## config.mk

```make
export PLATFORM = sky130hd
export DESIGN_NAME = rrobin_n
export DESIGN_NICKNAME = d
export VERILOG_FILES = /design/src/rtl/rrobin_pkg.sv /design/src/rtl/rr_pick.sv /design/src/rtl/rrobin_n.sv
export SDC_FILE = /design/constraint.sdc
export NUM_CORES = 1
export LEC_CHECK = 0
export CELL_PAD_IN_SITES_DETAIL_PLACEMENT = 1
export CELL_PAD_IN_SITES_GLOBAL_PLACEMENT = 2
export CORE_UTILIZATION = 33
export DETAILED_ROUTE_END_ITERATION = 8
export GPL_TIMING_DRIVEN = 0
export PLACE_DENSITY_LB_ADDON = 0.2
export SYNTH_ARGS = -nofsm -noshare
export SYNTH_HDL_FRONTEND = slang
export SYNTH_SLANG_ARGS = --single-unit
```

## constraint.sdc

```tcl
create_clock -name clock -period 1.9 [get_ports clock]
set_clock_uncertainty 0.15 [all_clocks]
set_input_delay 0.57 -clock clock [delete_from_list [all_inputs] [get_ports clock]]
set_output_delay 0.57 -clock clock [all_outputs]
set_load 0.05 [all_outputs]
```

## src/rtl/rrobin_pkg.sv

```systemverilog
// rrobin_pkg
// Shared definitions for the N-channel round-robin arbiter:
//   rr_limit    - worst-case wait L = (N-1)*HOLD + 1 a fair arbiter can impose
//   ptr_width   - bits for the rotating pointer / owner index
//   hold_width  - bits for the consecutive-hold counter
//   wcnt_width  - bits for a wait counter that saturates at L+1
//   grant_state_t - idle / granting state of the grant FSM
package rrobin_pkg;

  typedef enum logic {
    ST_IDLE  = 1'b0,
    ST_GRANT = 1'b1
  } grant_state_t;

  function automatic int rr_limit(input int n, input int hold);
    return (n - 1) * hold + 1;
  endfunction

  function automatic int ptr_width(input int n);
    return (n > 1) ? $clog2(n) : 1;
  endfunction

  function automatic int hold_width(input int hold);
    return $clog2(hold + 1);
  endfunction

  // Counter must be able to hold L+1, hence L+2 distinct values.
  function automatic int wcnt_width(input int n, input int hold);
    return $clog2(rr_limit(n, hold) + 2);
  endfunction

endpackage

```

## src/rtl/rr_pick.sv

```systemverilog
// rr_pick
// Combinational round-robin winner search.
// Ports:
//   req    in  N   - latched request vector
//   ptr    in  PW  - channel with highest priority this cycle
//   winner out PW  - first requesting channel scanning ptr, ptr+1, ... mod N
//   any    out 1   - at least one channel requests
module rr_pick
  import rrobin_pkg::*;
#(
  parameter int N  = 4,
  parameter int PW = ptr_width(N)
) (
  input  logic [N-1:0]  req,
  input  logic [PW-1:0] ptr,
  output logic [PW-1:0] winner,
  output logic          any
);

  localparam int SW = PW + 1;

  logic [2*N-1:0] dbl;
  logic [N-1:0]   rot;
  logic [SW-1:0]  sum;

  // Doubling the request vector turns the circular scan into a plain shift:
  // bit j of rot is channel (ptr+j) mod N. Scanning downwards lets the lowest
  // set offset (closest to ptr) overwrite any later one.
  always_comb begin
    dbl    = {req, req};
    rot    = N'(dbl >> ptr);
    winner = '0;
    any    = 1'b0;
    sum    = '0;
    for (int j = N - 1; j >= 0; j--) begin
      if (rot[j]) begin
        sum = {1'b0, ptr} + SW'(j);
        if (sum >= SW'(N)) begin
          sum = sum - SW'(N);
        end
        winner = sum[PW-1:0];
        any    = 1'b1;
      end
    end
  end

endmodule

```

## src/rtl/rrobin_n.sv

```systemverilog
// rrobin_n
// N-channel round-robin arbiter with a hold limit and a starvation monitor.
// Raw requests are latched, then a registered one-hot grant is issued from the
// latched requests, so a request appears on ack two cycles after ir.
// Ports:
//   clock  in  1         - rising-edge clock
//   reset  in  1         - asynchronous active-high reset
//   ir     in  N         - raw requests
//   ack    out N         - registered grant, one-hot or zero
//   owner  out $clog2(N) - index of granted channel (valid when ack != 0)
//   starve out 1         - sticky: some channel waited longer than L cycles
module rrobin_n
  import rrobin_pkg::*;
#(
  parameter int N    = 4,
  parameter int HOLD = 1
) (
  input  logic                 clock,
  input  logic                 reset,
  input  logic [N-1:0]         ir,
  output logic [N-1:0]         ack,
  output logic [$clog2(N)-1:0] owner,
  output logic                 starve
);

  localparam int PW = ptr_width(N);
  localparam int HW = hold_width(HOLD);
  localparam int L  = rr_limit(N, HOLD);
  localparam int WW = wcnt_width(N, HOLD);

  localparam logic [HW-1:0] HOLD_MAX = HW'(HOLD);
  localparam logic [WW-1:0] WAIT_MAX = WW'(L + 1);
  localparam logic [N-1:0]  ONE      = N'(1);
  localparam logic [PW-1:0] LAST     = PW'(N - 1);

  grant_state_t  state_r, state_n;
  logic [N-1:0]  req_r;
  logic [N-1:0]  ack_r, ack_n;
  logic [PW-1:0] owner_r, owner_n;
  logic [PW-1:0] ptr_r, ptr_n;
  logic [HW-1:0] hold_r, hold_n;
  logic [PW-1:0] pick_winner;
  logic          pick_any;
  logic          owner_req;
  logic          others_req;

  logic [WW-1:0] wcnt [N];
  logic          wait_hit;
  logic          starve_r;

  rr_pick #(
    .N  (N),
    .PW (PW)
  ) u_pick (
    .req    (req_r),
    .ptr    (ptr_r),
    .winner (pick_winner),
    .any    (pick_any)
  );

  assign owner_req  = |(req_r & ack_r);
  assign others_req = |(req_r & ~ack_r);

  // State register: request latch plus all grant state.
  always_ff @(posedge clock or posedge reset) begin
    if (reset) begin
      state_r <= ST_IDLE;
      req_r   <= '0;
      ack_r   <= '0;
      owner_r <= '0;
      ptr_r   <= '0;
      hold_r  <= '0;
    end else begin
      state_r <= state_n;
      req_r   <= ir;
      ack_r   <= ack_n;
      owner_r <= owner_n;
      ptr_r   <= ptr_n;
      hold_r  <= hold_n;
    end
  end

  // Next-state: an owner keeps the grant while it requests and either nobody
  // else is waiting or it has not used up its HOLD cycles. Anything else
  // (owner dropped, hold exhausted, or idle) re-arbitrates from ptr on this
  // same edge. The pointer moves past the winner only on a fresh grant.
  always_comb begin
    state_n = state_r;
    ack_n   = ack_r;
    owner_n = owner_r;
    ptr_n   = ptr_r;
    hold_n  = hold_r;
    if (!pick_any) begin
      state_n = ST_IDLE;
      ack_n   = '0;
      hold_n  = '0;
    end else if (state_r == ST_GRANT && owner_req &&
                 (!others_req || hold_r < HOLD_MAX)) begin
      if (hold_r < HOLD_MAX) begin
        hold_n = hold_r + 1'b1;
      end
    end else begin
      state_n = ST_GRANT;
      ack_n   = ONE << pick_winner;
      owner_n = pick_winner;
      ptr_n   = (pick_winner == LAST) ? '0 : pick_winner + 1'b1;
      hold_n  = HW'(1);
    end
  end

  // Outputs are straight copies of registered state.
  always_comb begin
    ack    = ack_r;
    owner  = owner_r;
    starve = starve_r;
  end

  // Wait counters: count consecutive cycles a channel requests without the
  // grant; saturating at L+1 keeps the starvation indication from wrapping.
  always_ff @(posedge clock or posedge reset) begin
    if (reset) begin
      for (int i = 0; i < N; i++) begin
        wcnt[i] <= '0;
      end
    end else begin
      for (int i = 0; i < N; i++) begin
        if (req_r[i] && !ack_r[i]) begin
          if (wcnt[i] != WAIT_MAX) begin
            wcnt[i] <= wcnt[i] + 1'b1;
          end
        end else begin
          wcnt[i] <= '0;
        end
      end
    end
  end

  always_comb begin
    wait_hit = 1'b0;
    for (int i = 0; i < N; i++) begin
      if (wcnt[i] == WAIT_MAX) begin
        wait_hit = 1'b1;
      end
    end
  end

  // Starvation flag is sticky until reset.
  always_ff @(posedge clock or posedge reset) begin
    if (reset) begin
      starve_r <= 1'b0;
    end else begin
      starve_r <= starve_r | wait_hit;
    end
  end

endmodule

```

# Word-level counts from Yosys, hierarchy flattened

Index checks and enable logic that the tools add are counted.

Flip-flop bits (word level): 27
Bits of input ports: 6
Output and inout bits: 7
Logic and storage cells: 98

Add/subtract/negate cells: 13
Order comparisons: 5
Equal/unequal tests: 15
Shift operators: 2
Muxes and demuxes: 32
Bitwise logic cells: 5
Reductions and logical operators: 15

Operators with widths:

| kind                  | number |
|---|---|
| $mux W3               | 8 |
| $mux W2               | 9 |
| $ne A3 B3 Y1 const B  | 5 |
| $mux W1               | 13 |
| $add A3 B1 Y3 const B | 4 |
| $eq A3 B3 Y1 const B  | 4 |
| $ge A3 B3 Y1 const B  | 3 |
| $and A4 B4 Y4         | 2 |
| $mux W4               | 2 |
| $ne A2 B1 Y1 const B  | 4 |
| $reduce_or A4 Y1      | 2 |
| $shr A8 B2 Y4         | 1 |
| $sub A2 B1 Y2 const B | 4 |
| $add A2 B2 Y3 const B | 2 |
| $logic_and A1 B1 Y1   | 6 |
| $logic_not A1 Y1      | 5 |
| $not A4 Y4            | 1 |
| $shl A1 B2 Y4 const A | 1 |
| $add A2 B1 Y3 const B | 1 |
| $ge A2 B3 Y1 const B  | 1 |
| $add A2 B1 Y2 const B | 1 |
| $eq A2 B2 Y1 const B  | 1 |
| $ne A2 B2 Y1 const B  | 1 |
| $reduce_and A2 Y1     | 1 |
| 5 further kinds       | 5 |

# Depth between registers and ports, before layout

Depth after elaboration: 10
Depth in mapped cells: 7

# By module

From an unflattened synthesis, not the netlist that was laid out.

Cell total of the unflattened synthesis: 130
Area total of the unflattened synthesis: 1,348.8 um2

By module, submodules not included:

| module   | times used | cells each | area an instance (um2) |
|---|---|---|---|
| rrobin_n | 1          | 115        | 1,271.2 |
| rr_pick  | 1          | 15         | 77.6 |

# Least setup slack after synthesis

OpenSTA, ideal clock, no wires.

Kind: register -> register
Start: register ack_r[1], in the netlist ack[1]
End: register owner_r[0], in the netlist owner[0]
Library setup time: 0.125 ns
Arrival: 1.670 ns
Required time: 1.625 ns
Setup slack: -0.045 ns
Stages on the path, launching flop included: 5
Buffers on the path: 0
Cell sequence: dfrtp_1 -> nand2b_2 -> a41o_4 -> a21boi_4 -> mux2_4

Longest elaborated chain between the ends: 8
Elaborated cells between the ends (all ways): 11

Ends and longest elaborated chain:

| item                            | RTL line       | source |
|---|---|---|
| start, declared                 | rrobin_n.sv:38 | `logic [N-1:0] ack_r, ack_n;` |
| start signal, assigned          | rrobin_n.sv:76 | `ack_r <= ack_n;` |
| $not A4 Y4                      | rrobin_n.sv:62 | `assign others_req = \|(req_r & ~ack_r);` |
| $and A4 B4 Y4                   | rrobin_n.sv:62 |  |
| $reduce_or A4 Y1                | rrobin_n.sv:62 |  |
| $logic_not A1 Y1                | rrobin_n.sv:98 | `(!others_req \|\| hold_r < HOLD_MAX)) begin` |
| $logic_or A1 B1 Y1              | rrobin_n.sv:98 |  |
| $logic_and A1 B1 Y1 (*)         | rrobin_n.sv:97 | `end else if (state_r == ST_GRANT && owner_req &&` |
| $not A1 Y1 (no line) (*)        | --             |  |
| $reduce_and A2 Y1 (no line) (*) | --             |  |
| end signal, assigned            | rrobin_n.sv:77 | `owner_r <= owner_n;` |
| end, declared                   | rrobin_n.sv:39 | `logic [PW-1:0] owner_r, owner_n;` |

Every way passes the cells marked *; elsewhere a longest branch is shown, timed or not.
A chain may end at the register's enable or synchronous reset.

# Final worst setup path

Start: register owner_r[1], in the netlist owner[1]
End: output owner[1]

RTL lines:

| item          | RTL line       | source |
|---|---|---|
| end, declared | rrobin_n.sv:22 | `output logic [$clog2(N)-1:0] owner,` |

No word-level cell between the ends.

==> summary.txt <==
STA
  – Setup-failing EPs final: 0
  – Count of pins over their slew limit: 0
  – Tightest hold margin: 0.352 ns
  – Share of the clock period used by the worst path: 98.0%
  – Fmax: 537 MHz
  – Slew HR: 59.7%
  – Worst setup margin: 0.0371 ns
  – Hold Vio Cnt, Final: 0
  – Clock period minus final worst setup slack: 1.86 ns
  – Accumulated negative setup slack: 0 ns
  – Worst Max-Slew Pin Slew: 0.603 ns

Global routing
  – Largest net degree at the start of global routing: 28
  – Global route overflow: 0
  – Overall routing resource usage: 15.2%
  – Via count of the first global-routing pass: 1028
  – Antenna violations before repair: 0
  – Wire length of the first global-routing pass: 4840 um

Clock tree
  – CTS Buf Count: 3
  – H-tree levels: 1
  – CTS hold repair buffers: 0
  – Maximum buffer depth of the clock tree: 2
  – Clock latency on the worst-skew pair: 0.27 ns
  – Root Buffer Master: clkbuf_8
  – Clock-pin slew on the worst setup and hold paths: 0.09 ns
  – Clock tree from TritonCTS: built
  – Number of sinks driven by the clock tree: 27

Worst setup path
  – Startpoint type of the worst setup path: flop
  – Largest incremental delay on the critical path: 0.50 ns
  – CP cell instances: clkdlybuf4s15_1
  – Kind of critical path: reg -> out
  – Endpoint arrival time on the critical path: 1.14 ns
  – Endpoint of the most critical register-to-register path: ptr_r[1]
  – Cell with the biggest individual delay on the critical path: clkdlybuf4s15_1
  – Top cell family by delay on the critical path: buffers and inverters
  – Sum of buffers and inverters on the critical path: 1
  – Critical path required time: 1.18 ns
  – Reg2Reg Setup Slack: 0.05 ns
  – Crit end category: primary output
  – Startpoint of the worst-slack reg-to-reg timing path: req_r[0]
  – Worst-path fanout max: 2
  – Worst reg-to-reg path cell count: 4

Floorplan
  – Core Region: 3800 sq um
  – Width of the die: 66.1 um
  – Number of placement rows: 22
  – Die Y-Extent: 66.1 um
  – Number of ports placed on the die boundary: 13
  – DIE AREA: 4370 sq um
  – Initial Utilization: 35.7%

Min path
  – Kind of path behind the tightest hold check: reg -> reg
  – Startpoint of the most critical hold path: starve
  – Cell count of the worst hold path: 2
  – Hold-critical path endpoint: starve

Synth
  – Number of register bits inferred by synthesis: 27
  – Count of unique library cells instantiated by Yosys: 26
  – Syn_nets: 144
  – Most frequent cell after synthesis: dfrtp_1
  – Synth top area cells: dfrtp_1 (50%), ha_1 (11%), nor2_1 (5.0%)
  – Post-Synthesis Mean Instance Area: 10.8 sq um
  – Cell type with the largest total area after synthesis: dfrtp_1
  – EDFF count, synth: 0
  – Post-synthesis cell count: 126
  – Ranking of synthesized cells by instance count: dfrtp_1 (27), nor2_1 (18), nand2_1 (14)
  – Sequential element share of the synthesized area: 49.8%
  – Share of async-settable or async-resettable flops after synthesis: 100%
  – Netlist Area Pre-Place: 1360 sq um
  – Area share of the leading cell type in the synthesized netlist: 49.8%
  – Number of warnings printed during yosys synthesis: 0
  – Most used flip-flop cell after synthesis: dfrtp_1

Detailed routing
  – Vias post-DR: 955
  – Post-DR vias/cell: 4.87
  – Remaining routing DRC violations: 0
  – Count of antenna-violating nets left after detailed routing: 0
  – Iteration count of the initial detailed-routing pass: 4
  – Routed WL per cell: 14.3 um
  – Total wire length: 2800 um
  – Detailed router's first-iteration violation count: 32

Power and ir drop
  – Leakage power total: 0.775 nW
  – Pwr per Cell Area: 1420 nW/um^2
  – Maximum ir drop on the vdd rail: 0.000665 V
  – Switching power of the nets: 999 uW
  – Portion of total power attributed to combinational logic: 46.7%
  – Clock network fraction of total power: 13.9%
  – Internal power: 1.36 mW
  – Seq pwr share: 39.4%
  – Switching part of the total: 42.3%
  – Total power: 2.36 mW

Finish
  – Fin cells: 196
  – Final standard cell area without fillers: 1660 sq um
  – Share of post-route cells with drive strength above 1: 23.0%
  – Final standard cell utilization of the core: 43.7%
  – Nets@finish: 167
  – Relative area change from synthesis to final layout: 22.3%
  – Antenna Cells: 0

Place
  – Port bufs: 12
  – Routability congestion estimate from global placement: 0.687
  – Placed inst area: 1540 sq um
  – Worst slack at placement: -0.215 ns
  – Placed wire-length estimate: 2010 um
  – Placed insts: 186

Run
  – Max-Cap Viols: 0

Run status
  – Outcome: completed
area by class of cell:
| cell class | instances | area [sq um] |
|---|---|---|
| clock inverter | 1 | 5.00 |
| inverter | 10 | 41.3 |
| tap | 48 | 60.1 |
| fill | 437 | 2140 |
| multi-input combinational | 89 | 666 |
| clock buffer | 3 | 41.3 |
| timing repair buffer | 18 | 165 |
| sequential | 27 | 682 |
cells by family (layout without fill, tap and decap cells):
kind of cell,Yosys count,count (layout),synth area share (%)
AO/OA/AOI/OAI,20,20,12.8
flip-flops,27,27,49.8
XOR/XNOR,4,4,2.58
AND/OR/NAND/NOR,49,49,17.0
buffers and inverters,10,32,2.77
adder cells (fa/ha/maj),12,12,11.1
multiplexers,4,4,4.06
routing by layer:
layer / wire length (um) / part of all wire [%] / vias up / GRT usage (%)
li1: - / - / 462 / -
met1: 1280 / 46 / 476 / 18.9
met2: 1380 / 49 / 13 / 25.1
met3: 77 / 2.8 / 4 / 2.41
met4: 60 / 2.1 / 0 / 7.98
met5: 0 / 0 / - / 0
power groups by stage:
stage | sequential (mW) | clock, mW | combinational [mW]
2_1_floorplan | 1.15 | 0 | 0.526
3_3_place_gp | 0.917 | 0 | 1.04
3_5_place_dp | 0.927 | 0 | 1.06
4_1_cts | 0.917 | 0.345 | 1.08
5_1_grt | 0.961 | 0.369 | 1.20
6_report | 0.929 | 0.328 | 1.10
worst max path at each step:
stage	startpoint	end	slack [ns]	depth (start not counted)
final	owner[1]	owner[1]	0.04	1
after global routing	req_r[0]	ptr_r[1]	-0.006	4
after CTS	owner[1]	owner[1]	0.003	1
after detailed placement	reset	ack[1]	-0.21	2
after global placement	reset	ack[1]	-0.19	2
after floorplan	ack[0]	owner[0]	0.004	4
state kept, by name, summed over array words and instances (netlist names):
name,cells
wcnt,12
ack,4
req_r,4
owner,2
ptr_r,2
hold_r,1
starve,1
state_r,1
placed cells by master (no fill, tap or decap), types with 3 or more instances in the layout:
cell type / instances
inv_1: 9
nor2_1: 18
clkdlybuf4s50_1: 5
o21ai_1: 4
dfrtp_1: 22
nand2_1: 14
clkdlybuf4s15_2: 4
nor3_1: 4
dfrtp_2: 5
nand3_1: 4
mux2_4: 3
xnor2_1: 4
clkbuf_8: 3
a211oi_1: 4
buf_4: 6
ha_1: 12
a21oi_1: 3
what timing repair did:
action                     in CTS  in global routing
hold endpoints to repair        0                  0
resized for setup              18                  8
buffers inserted                3                  3
pin swaps                       2                  3
setup endpoints to repair      10                  9
Power figures use the tool's default switching activity.
==> patch, RTL diff (config.mk and constraints unchanged) <==
Reset style: synchronous (`reset`), changed in 3 clocked blocks. Comments in the files are not updated.
--- a/src/rtl/rrobin_n.sv
+++ b/src/rtl/rrobin_n.sv
@@ -64,3 +64,3 @@
   // State register: request latch plus all grant state.
-  always_ff @(posedge clock or posedge reset) begin
+  always_ff @(posedge clock) begin
     if (reset) begin
@@ -119,3 +119,3 @@
   // grant; saturating at L+1 keeps the starvation indication from wrapping.
-  always_ff @(posedge clock or posedge reset) begin
+  always_ff @(posedge clock) begin
     if (reset) begin
@@ -147,3 +147,3 @@
   // Starvation flag is sticky until reset.
-  always_ff @(posedge clock or posedge reset) begin
+  always_ff @(posedge clock) begin
     if (reset) begin
Formal check against the unedited RTL: differs if reset is asserted again (counterexample within 4 cycles, from zero or initial values and one cycle with reset high); with reset held inactive, the same outputs for 10 cycles.
==> patch against the original RTL <==
Global-route usage increased by 0.17 points. Area after synthesis increased by 7.7%. Wire length rose by 14%. Critical path depth increased by 3. Cell area rose by 8.3%. Worst setup slack got worse by 0.00067 ns. Final cell count rose by 11%. Sequential cell count stayed put. Critical path type is now in2reg. Highest routed layer unchanged.
Power is not compared: it rests on default switching activity, and its combinational part moved more than twofold at a synthesized area within 25%.
==> patch: results (changes against the original RTL) <==
Logic synthesis
  – Cell with the most instances after synthesis: nor2_1
  – Synthesized Nets: 162 (+13%)
  – Synth Flop Type: dfxtp_1
  – Synth async-reset ratio: 0% (-100 points)
  – Largest cells by area after synthesis: edfxtp_1 25%, dfxtp_1 21%, ha_1 10%
  – Number of flops mapped to enable cells by yosys: 12 (+12)

Drt
  – DRC violation total after the first TritonRoute iteration: 6 (-81%)
  – Post-DR vias/cell: 5.041 (+3.5%)
  – Final wirelength: 3.178 mm (+14%)

GRT
  – First-pass GRT wire length: 5.133 mm (+6.1%)
  – Largest net degree at the start of global routing: 16 (-43%)
  – GRT Resource Usage Total: 15.37% (+0.17 points)

STA
  – Worst hold slack: 0.3180 ns (-0.03443 ns)
  – Worst slew pin tran: 0.4836 ns (-0.1194 ns)

Min path
  – Min-delay src: owner[1]
  – WHS Endpoint: owner[1]

Status
  – Status: complete, no violations

Final layout
  – Layout cells sized above 1: 26.95% (+4.0 points)
  – Nets: 186 (+11%)

Placed design
  – DP Wirelength: 2.376 mm (+18%)
  – GP Congestion: 0.7130 (+3.8%)
  – Placement Cell Area: 1649 sq um (+7.0%)

Critical path
  – Setup slack on the worst flop-to-flop path: 0.08 ns (+0.03 ns)
  – CP startpoint: reset
  – Crit path arrival time: 1.70 ns (+0.56 ns)
==> patch: logic make-up after synthesis <==
group           share of synthesized area, %
mux                                    5.475
compound gates                         12.75
buf+inv                                2.824
fa+ha+maj                              10.26
flops                                  45.17
simple gates                           23.53
==> patch: cell type report <==
cell class / count / area, sq um
fill: 469 / 2317
multi-input combinational: 106 / 800.8
sequential: 27 / 674.4
timing repair buffer: 19 / 171.4
tap: 50 / 62.56
clock buffer: 3 / 41.29
inverter: 9 / 33.78
buffer: 2 / 8.758
clock inverter: 1 / 5.005
==> patch: how the worst max path moves through the flow <==
stage	endpoint	slack [ns]
after floorplan	owner[0]	0.01
after global placement	wcnt[2][0]	-0.48
after detailed placement	wcnt[3][0]	-0.48
after CTS	ptr_r[1]	0.01
after global routing	ptr_r[0]	-0.01
final	wcnt[3][2]	0.04
==> patch: worst max-delay path, stage by stage <==
cell             delay, ns
clkdlybuf4s50_1       0.60
clkbuf_2              0.29
nor2_1                0.09
nand3_1               0.15
==> patch: per-layer routing <==
metal / vias up / global-route usage (%) / share of wire [%]
li1: 544 / - / -
met3: 4 / 2.138 / 2.4
met5: - / 0 / 0
met4: 0 / 7.813 / 2.0
met1: 536 / 18.62 / 46
met2: 10 / 26.35 / 49
==> patch: metrics by stage <==
| stage | power (mW) | instances | setup slack [ns] |
|---|---|---|---|
| after floorplan | 0.8350 | 144 | 0.01423 |
| after global placement | 0.9019 | 206 | -0.4774 |
| after detailed placement | 0.9099 | 206 | -0.4803 |
| after CTS | 1.250 | 211 | 0.01235 |
| after global routing | 1.331 | 217 | -0.01103 |
| final | 1.264 | 217 | 0.03639 |
==> patch: timing repair <==
action,CTS,global route
buffers inserted,1,6
hold buffers,0,0
cloned,0,0
endpoints found under the setup margin,22,9
resized for setup,22,14
pin swaps,0,6
==> patch: power breakdown <==
part           total, mW  internal [mW]  switching (mW)  leakage, nW
Sequential         0.669          0.633          0.0359        0.274
Combinational      0.259          0.117           0.141        0.417
Clock              0.336          0.147           0.189       0.0255
Total               1.26          0.898           0.366        0.716
